**config.mk**
```make
export PLATFORM = sky130hd
export DESIGN_NAME = crp16_alu_logic_pipe
export DESIGN_NICKNAME = d
export VERILOG_FILES = /design/src/rtl/crp16_alu_logic_pipe_pkg.sv /design/src/rtl/crp16_alu_logic_core.sv /design/src/rtl/crp16_alu_logic_pipe.sv
export SDC_FILE = /design/constraint.sdc
export NUM_CORES = 1
export LEC_CHECK = 0
export ABC_AREA = 0
export ABC_CLOCK_PERIOD_IN_PS = 1500
export BUFFER_PORTS_ARGS = -buffer_cell sky130_fd_sc_hd__buf_2
export CAP_MARGIN = 20
export CORE_MARGIN = 2
export CORE_UTILIZATION = 52
export DETAILED_ROUTE_END_ITERATION = 8
export PLACE_DENSITY_LB_ADDON = 0.2
export SLEW_MARGIN = 20
export SYNTH_ARGS = -nofsm -noshare
export SYNTH_HDL_FRONTEND = slang
export SYNTH_SLANG_ARGS = --single-unit
```
**constraint.sdc**
```tcl
create_clock -name clock -period 1.5 [get_ports clock]
set_input_delay 0.075 -clock clock [delete_from_list [all_inputs] [get_ports clock]]
set_output_delay 0.075 -clock clock [all_outputs]
set_load 0.01 [all_outputs]
```
**src/rtl/crp16_alu_logic_pipe_pkg.sv**
```systemverilog
// Shared definitions for the CRP16 ALU logic unit: operation width and the 8-op encoding.
package crp16_alu_logic_pipe_pkg;

  localparam int LOP_W = 3;

  // op[1:0] keeps the legacy AND/OR/NOT/XOR meaning when op[2]=0.
  typedef enum logic [LOP_W-1:0] {
    LOP_AND  = 3'b000,
    LOP_OR   = 3'b001,
    LOP_NOT  = 3'b010,
    LOP_XOR  = 3'b011,
    LOP_NAND = 3'b100,
    LOP_NOR  = 3'b101,
    LOP_XNOR = 3'b110,
    LOP_ANDN = 3'b111
  } lop_e;

endpackage

```
**src/rtl/crp16_alu_logic_core.sv**
```systemverilog
// Combinational bitwise-logic core of the CRP16 ALU: (x, y, op) -> result.
module crp16_alu_logic_core
  import crp16_alu_logic_pipe_pkg::*;
#(
  parameter int WIDTH = 16
) (
  input  logic [WIDTH-1:0] x,
  input  logic [WIDTH-1:0] y,
  input  logic [LOP_W-1:0] op,
  output logic [WIDTH-1:0] result
);

  always_comb begin
    result = '0;
    unique case (lop_e'(op))
      LOP_AND:  result = x & y;
      LOP_OR:   result = x | y;
      LOP_NOT:  result = ~y;
      LOP_XOR:  result = x ^ y;
      LOP_NAND: result = ~(x & y);
      LOP_NOR:  result = ~(x | y);
      LOP_XNOR: result = ~(x ^ y);
      LOP_ANDN: result = x & ~y;
    endcase
  end

endmodule

```
**src/rtl/crp16_alu_logic_pipe.sv**
```systemverilog
// Two-stage valid/ready pipelined logic unit for the CRP16 ALU with Z/N flags on consume.
module crp16_alu_logic_pipe
  import crp16_alu_logic_pipe_pkg::*;
#(
  parameter int WIDTH = 16
) (
  input  logic             clock,
  input  logic             reset,
  input  logic             in_valid,
  output logic             in_ready,
  input  logic [WIDTH-1:0] x,
  input  logic [WIDTH-1:0] y,
  input  logic [LOP_W-1:0] op,
  output logic             out_valid,
  input  logic             out_ready,
  output logic [WIDTH-1:0] out,
  output logic             flag_z,
  output logic             flag_n
);

  logic             vld_p1;
  logic             vld_p2;
  logic [WIDTH-1:0] x_p1;
  logic [WIDTH-1:0] y_p1;
  logic [LOP_W-1:0] op_p1;
  logic [WIDTH-1:0] res_p1;
  logic [WIDTH-1:0] res_p2;
  logic             s2_adv;
  logic             accept;
  logic             consume;

  // Ready chain is intentionally combinational from out_ready.
  assign s2_adv   = vld_p1 & (~vld_p2 | out_ready);
  assign in_ready = ~vld_p1 | s2_adv;
  assign accept   = in_valid & in_ready;
  assign consume  = vld_p2 & out_ready;

  // Stage 1: operand capture
  always_ff @(posedge clock or posedge reset) begin
    if (reset) begin
      vld_p1 <= 1'b0;
      x_p1   <= '0;
      y_p1   <= '0;
      op_p1  <= '0;
    end else begin
      if (accept) begin
        x_p1  <= x;
        y_p1  <= y;
        op_p1 <= op;
      end
      if (accept) begin
        vld_p1 <= 1'b1;
      end else if (s2_adv) begin
        vld_p1 <= 1'b0;
      end
    end
  end

  crp16_alu_logic_core #(
    .WIDTH (WIDTH)
  ) u_core (
    .x      (x_p1),
    .y      (y_p1),
    .op     (op_p1),
    .result (res_p1)
  );

  // Stage 2: result register and flags
  always_ff @(posedge clock or posedge reset) begin
    if (reset) begin
      vld_p2 <= 1'b0;
      res_p2 <= '0;
      flag_z <= 1'b0;
      flag_n <= 1'b0;
    end else begin
      if (s2_adv) begin
        res_p2 <= res_p1;
        vld_p2 <= 1'b1;
      end else if (consume) begin
        vld_p2 <= 1'b0;
      end
      if (consume) begin
        flag_z <= (res_p2 == '0);
        flag_n <= res_p2[WIDTH-1];
      end
    end
  end

  assign out_valid = vld_p2;
  assign out       = res_p2;

endmodule

```
======== Word level (Yosys, flattened, before mapping) ========
Index checks and enable logic that the tools add are counted.
word-level totals
  bits in registers ....................... 55
  word-level logic and storage cells ...... 39
  output and inout port bits .............. 20
  bits of input ports ..................... 39
cells by class
  equal/unequal tests ..................... 7
  mux-type cells .......................... 5
  bitwise gates (word level) .............. 15
  reduce and logical (&&, ||, !) cells .... 4
operator list
  kind                count
  $pmux 16 s8         1
  $not 16->16         4
  $and 16x16->16      2
  $logic_not 16->1    1
  $or 16x16->16       1
  $xor 16x16->16      1
  $eq 3x3->1 const B  4
  $eq 3x2->1 const B  2
  $mux 1              4
  $reduce_bool 2->1   2
  $and 1x1->1         3
  $eq 3x1->1 const B  1
  $logic_not 3->1     1
  $not 1->1           2
  $or 1x1->1          2

======== Logic depth before layout (Yosys ltp) ========
  word-level depth ........................ 6
  depth in mapped cells ................... 7
  gate-level depth less buffers ........... 6

======== By module ========
Synthesis repeated with hierarchy kept, for this count alone.
unflattened totals
  cell total of the unflattened synthesis .. 385
  area, all modules ....................... 4147.7 sq um
modules (own cells, without submodules)
  module                instances  seq. area each (sq um)  area an instance (sq um)  cells an instance
  crp16_alu_logic_pipe  1          1376.3                  2278.4                    126
  crp16_alu_logic_core  1          0.0                     1869.3                    259

======== Worst setup path after synthesis ========
OpenSTA, ideal clock, no wires.
  path type ............................... register to register
  start point ............................. register vld_p1
  end point ............................... register x_p1[5]
  cell stages (with the launch flop) ...... 6
  setup slack ............................. 0.089 ns
  data arrival time ....................... 1.286 ns
  buffers on the path ..................... 2
  cell sequence ........................... dfrtp_1 buf_2 nand3b_2 nand2_2 buf_4 mux2_2
on the way
  word-level cells in the longest chain between the ends .. 3
  elaborated cells between the ends (all ways) .. 4
  those cells by class .................... bitwise: 4
RTL lines
  what                                      line                                                    text
  start: declaration                        crp16_alu_logic_pipe.sv:21                              logic vld_p1;
  start signal: assignment                  crp16_alu_logic_pipe.sv:41                              vld_p1 <= 1'b0;
  start signal: assignment                  crp16_alu_logic_pipe.sv:52                              vld_p1 <= 1'b1;
  start signal: assignment                  crp16_alu_logic_pipe.sv:54                              vld_p1 <= 1'b0;
  $and 1x1->1 or $not 1->1 (tied branches)  crp16_alu_logic_pipe.sv:33, crp16_alu_logic_pipe.sv:34
  $or 1x1->1 *                              crp16_alu_logic_pipe.sv:34                              assign in_ready = ~vld_p1 | s2_adv;
  named net in_ready                        crp16_alu_logic_pipe.sv:10                              output logic in_ready,
  $and 1x1->1 *                             crp16_alu_logic_pipe.sv:35                              assign accept = in_valid & in_ready;
  end signal: assignment                    crp16_alu_logic_pipe.sv:42                              x_p1 <= '0;
  end signal: assignment                    crp16_alu_logic_pipe.sv:47                              x_p1 <= x;
  end: declaration                          crp16_alu_logic_pipe.sv:23                              logic [WIDTH-1:0] x_p1;
Mark *: on every way through the listed nets, which the timed path passes. The rest lies on a longest branch.
A chain may end at the register's enable or synchronous reset.

======== Worst setup path after layout ========
  start point ............................. register op_p1[0]
  end point ............................... register res_p2[11] (netlist: out[11])
on the way
  word-level cells in the longest chain between the ends .. 2
  elaborated cells between the ends (all ways) .. 9
  those cells by class .................... eq/ne: 7; mux: 1; reduce/logical: 1
RTL lines
  what                                      line                        text
  start: declaration                        crp16_alu_logic_pipe.sv:25  logic [LOP_W-1:0] op_p1;
  start signal: assignment                  crp16_alu_logic_pipe.sv:49  op_p1 <= op;
  $eq 3x3->1, or another cell as far along  crp16_alu_logic_core.sv:15  unique case (lop_e'(op))
  $pmux 16 s8 *                             crp16_alu_logic_core.sv:15
  end signal: assignment                    crp16_alu_logic_pipe.sv:77  res_p2 <= res_p1;
  end: declaration                          crp16_alu_logic_pipe.sv:27  logic [WIDTH-1:0] res_p2;
Every way passes the cells marked *; elsewhere a longest branch is shown, timed or not.

==> impl_results.md <==
- Status: finished, violations left
- Failing checks: setup timing
- Vias in the first global route: 3,247
- Filler cell count: 507
- RSZ-0062 raised after global routing: true
- Pre-antenna DRT Iters: 5
- Global placement routability congestion: 0.8462
- Critical Path Source Type: flop
- Worst Hold Class: input port to flop
- Peak VDD IR: about 0.59 mV
- Vias per cell: about 5.7
- Setup WS pre-CTS: -118.6 ps
- Met3 wire length: around 600 um
- First-pass GRT wire length: 15,700 um
- CTS Sinks: 55
- Total global-route track usage: 0.2291
- Htree depth: 2
- Clock transition at the registers of the reported paths: 100 ps
- Most frequent cells in the layout: 58 x buf_2, 51 x dfrtp_1, 45 x ha_1
- Initial antenna violation count: 0
- Clock Tree Buf Depth: 2
- Max Cap Viol: 0
- ANT cells: 0
- Port buffer count: 58
- Worst-path fanout max: 5
- Die extent in x: 91.43 um
- Pin count of the biggest net entering global routing: 30
- Num CTS Buffers: 5
- Commonest non-fill, non-tap cell in the layout: buf_2
- IO Pins: 59
- M1 WL: 4408 um
- Warnings from Yosys: 0
- Dpl cell area: 0.004453 mm^2
- Placed instance count: about 550
- Post-synthesis register bit count: 55
- DR top layer: met4
- # rows: 31
- Main synth FF type: dfrtp_1
- Number of synthesized flops with an enable pin: 0
- Final WL: a little over 10,000 um
- Final-report hold violation count: 0
- Share of cells above drive strength 1: 0.3650
- Wire per inst: ~17 um
- GR Overflow Total: 0
- Total power: 5667 uW
- Top cell type's share of synthesized area: 0.3462
- Met2 routed WL: 5133 um
- Synth Net Count: 482
- Dominant cells by area after synthesis: dfrtp_1 35%, ha_1 15%, mux2_2 6.5%
- Setup-failing EPs final: 8
- Final cycle utilization of the critical path: 1.033
- Critical path required time: around 1700 ps
- Pleak: 0.002543 uW
- Worst Setup End Kind: flop
- Fmax achieved: 645.1 MHz
- Final setup margin: -50.08 ps
- # DRC: 0
- Post-synthesis async set-or-reset flop share: 1.000
- CTS tree: built
- Post-Route Skew: 6.307 ps
- Die footprint: ~0.0084 mm^2
- Fin. max-slew vios: 0
- Fin cells: 614
- Core ar.: roughly 0.0073 mm^2
- Fin util: 0.7496
- Final #Nets: 601
- Worst slew pin tran: 429.9 ps
- Area overhead of the layout relative to synthesis: 38.24%
- Vias: 3,523
- Worst setup path class: flop to flop
- Avg Inst Size Synth: ~10 um^2
- Initial DRC Count: 200
- Die H: 91.43 um
- Post-synthesis cell area: just under 0.004 mm^2
- Gate Count Post-Synth: 395
- Clk_lat worst skew: 310 ps
- Worst relative slew slack: 0.7117
- WP data arrival: 1730 ps
- Yosys cell types: 40
- HPWL after DPL: 6522 um
- Final instance area: about 0.0055 mm^2
- PwrDens: 1031 mW/mm^2
- Initial Util: 0.5422
- Fin crit period: around 1600 ps
- Synth area leader: dfrtp_1
- Sequential-to-total area share from yosys stat: 0.3462
- Clk root buf: clkbuf_8
- Routed Antenna Nets: 0
## path summary, 6_finish.rpt
kind,startpoint,end,slack [ps],depth (start not counted)
min in group asynchronous,reset,y_p1[7],280,3
min,x[15],x_p1[15],5,2
max reg2reg,op_p1[0],out[11],-50,5
max in group asynchronous,reset,vld_p1,590,4
min reg2reg,flag_z,flag_z,490,2
max,op_p1[0],out[11],-50,5
## flip-flops by register name (all words and copies together) (netlist names)
signal and count:
flag_n 1, out_valid 1, y_p1 16, out 16, vld_p1 1, flag_z 1
x_p1 16, op_p1 3
## power breakdown
group / switching (uW) / internal (uW)
Combinational: 1340 / 1350
Sequential: 345 / 1790
Clock: 516 / 327
Total: 2200 / 3460
## per-layer routing
metal / up-vias / track usage
met3: 12 / 0.03568
met5: - / 0
met1: 1692 / 0.3151
met2: 143 / 0.3787
met4: 0 / 0.05429
li1: 1676 / -
## cell usage after synthesis, types with 2 or more instances
| cell type | count |
|---|---|
| dfrtp_1 | 55 |
| ha_1 | 48 |
| inv_1 | 34 |
| nand2_1 | 31 |
| mux2_2 | 23 |
| nand3_1 | 16 |
| a22o_1 | 15 |
| buf_2 | 14 |
| a21oi_1 | 13 |
| mux2_1 | 13 |
| a211oi_1 | 12 |
| buf_4 | 12 |
| o22ai_1 | 12 |
| o211a_1 | 10 |
| o21ai_1 | 10 |
| o21ai_0 | 9 |
| nor4_1 | 8 |
| mux2i_1 | 7 |
| buf_6 | 6 |
| a2111oi_0 | 5 |
| a2111oi_1 | 5 |
| a31oi_1 | 5 |
| a221oi_1 | 4 |
| and3_1 | 4 |
| nor3_1 | 4 |
| nand2b_1 | 3 |
| nand2_2 | 2 |
| nor2_1 | 2 |
| or3_1 | 2 |
## repair_timing
item	in CTS	in global routing
cloned	0	3
pin swaps	2	13
setup endpoints to repair	16	29
endpoints found under the hold margin	48	2
resized for setup	17	49
hold buffers	32	2
buffers inserted	3	19
## through the flow
stage	hold slack (ps)	setup TNS (ps)
2_1_floorplan	183.4	0
3_3_place_gp	91.02	-357.8
3_5_place_dp	96.65	-1001
4_1_cts	4.102	-161.6
5_1_grt	8.005	-910.1
6_report	5.192	-233.2
## critical path: stages, from the launching register on
cell and delay, ps:
dfrtp_2 500, or2_1 180, buf_6 140, o21ai_1 110, a2111oi_4 380, a21oi_1 120
## logic make-up (layout without fill, tap and decap cells)
kind of cell | after synthesis | in the layout | share of synthesized area
buf+inv | 66 | 186 | 0.08939
flops | 55 | 55 | 0.3462
fa+ha+maj | 48 | 48 | 0.1511
compound gates | 103 | 103 | 0.1898
simple gates | 80 | 80 | 0.1039
mux | 43 | 43 | 0.1196
## final cells by class
class | instances | area, um^2 | area share
Timing Repair Buffer | 144 | 1209 | 0.2199
Tap cell | 99 | 123.9 | 0.02254
Clock inverter | 3 | 20.02 | 0.003643
Inverter | 34 | 127.6 | 0.02322
Clock buffer | 5 | 68.82 | 0.01252
Sequential cell | 55 | 1381 | 0.2514
Multi-Input combinational cell | 274 | 2565 | 0.4668
Note: power is estimated with default switching activity, not from simulation.
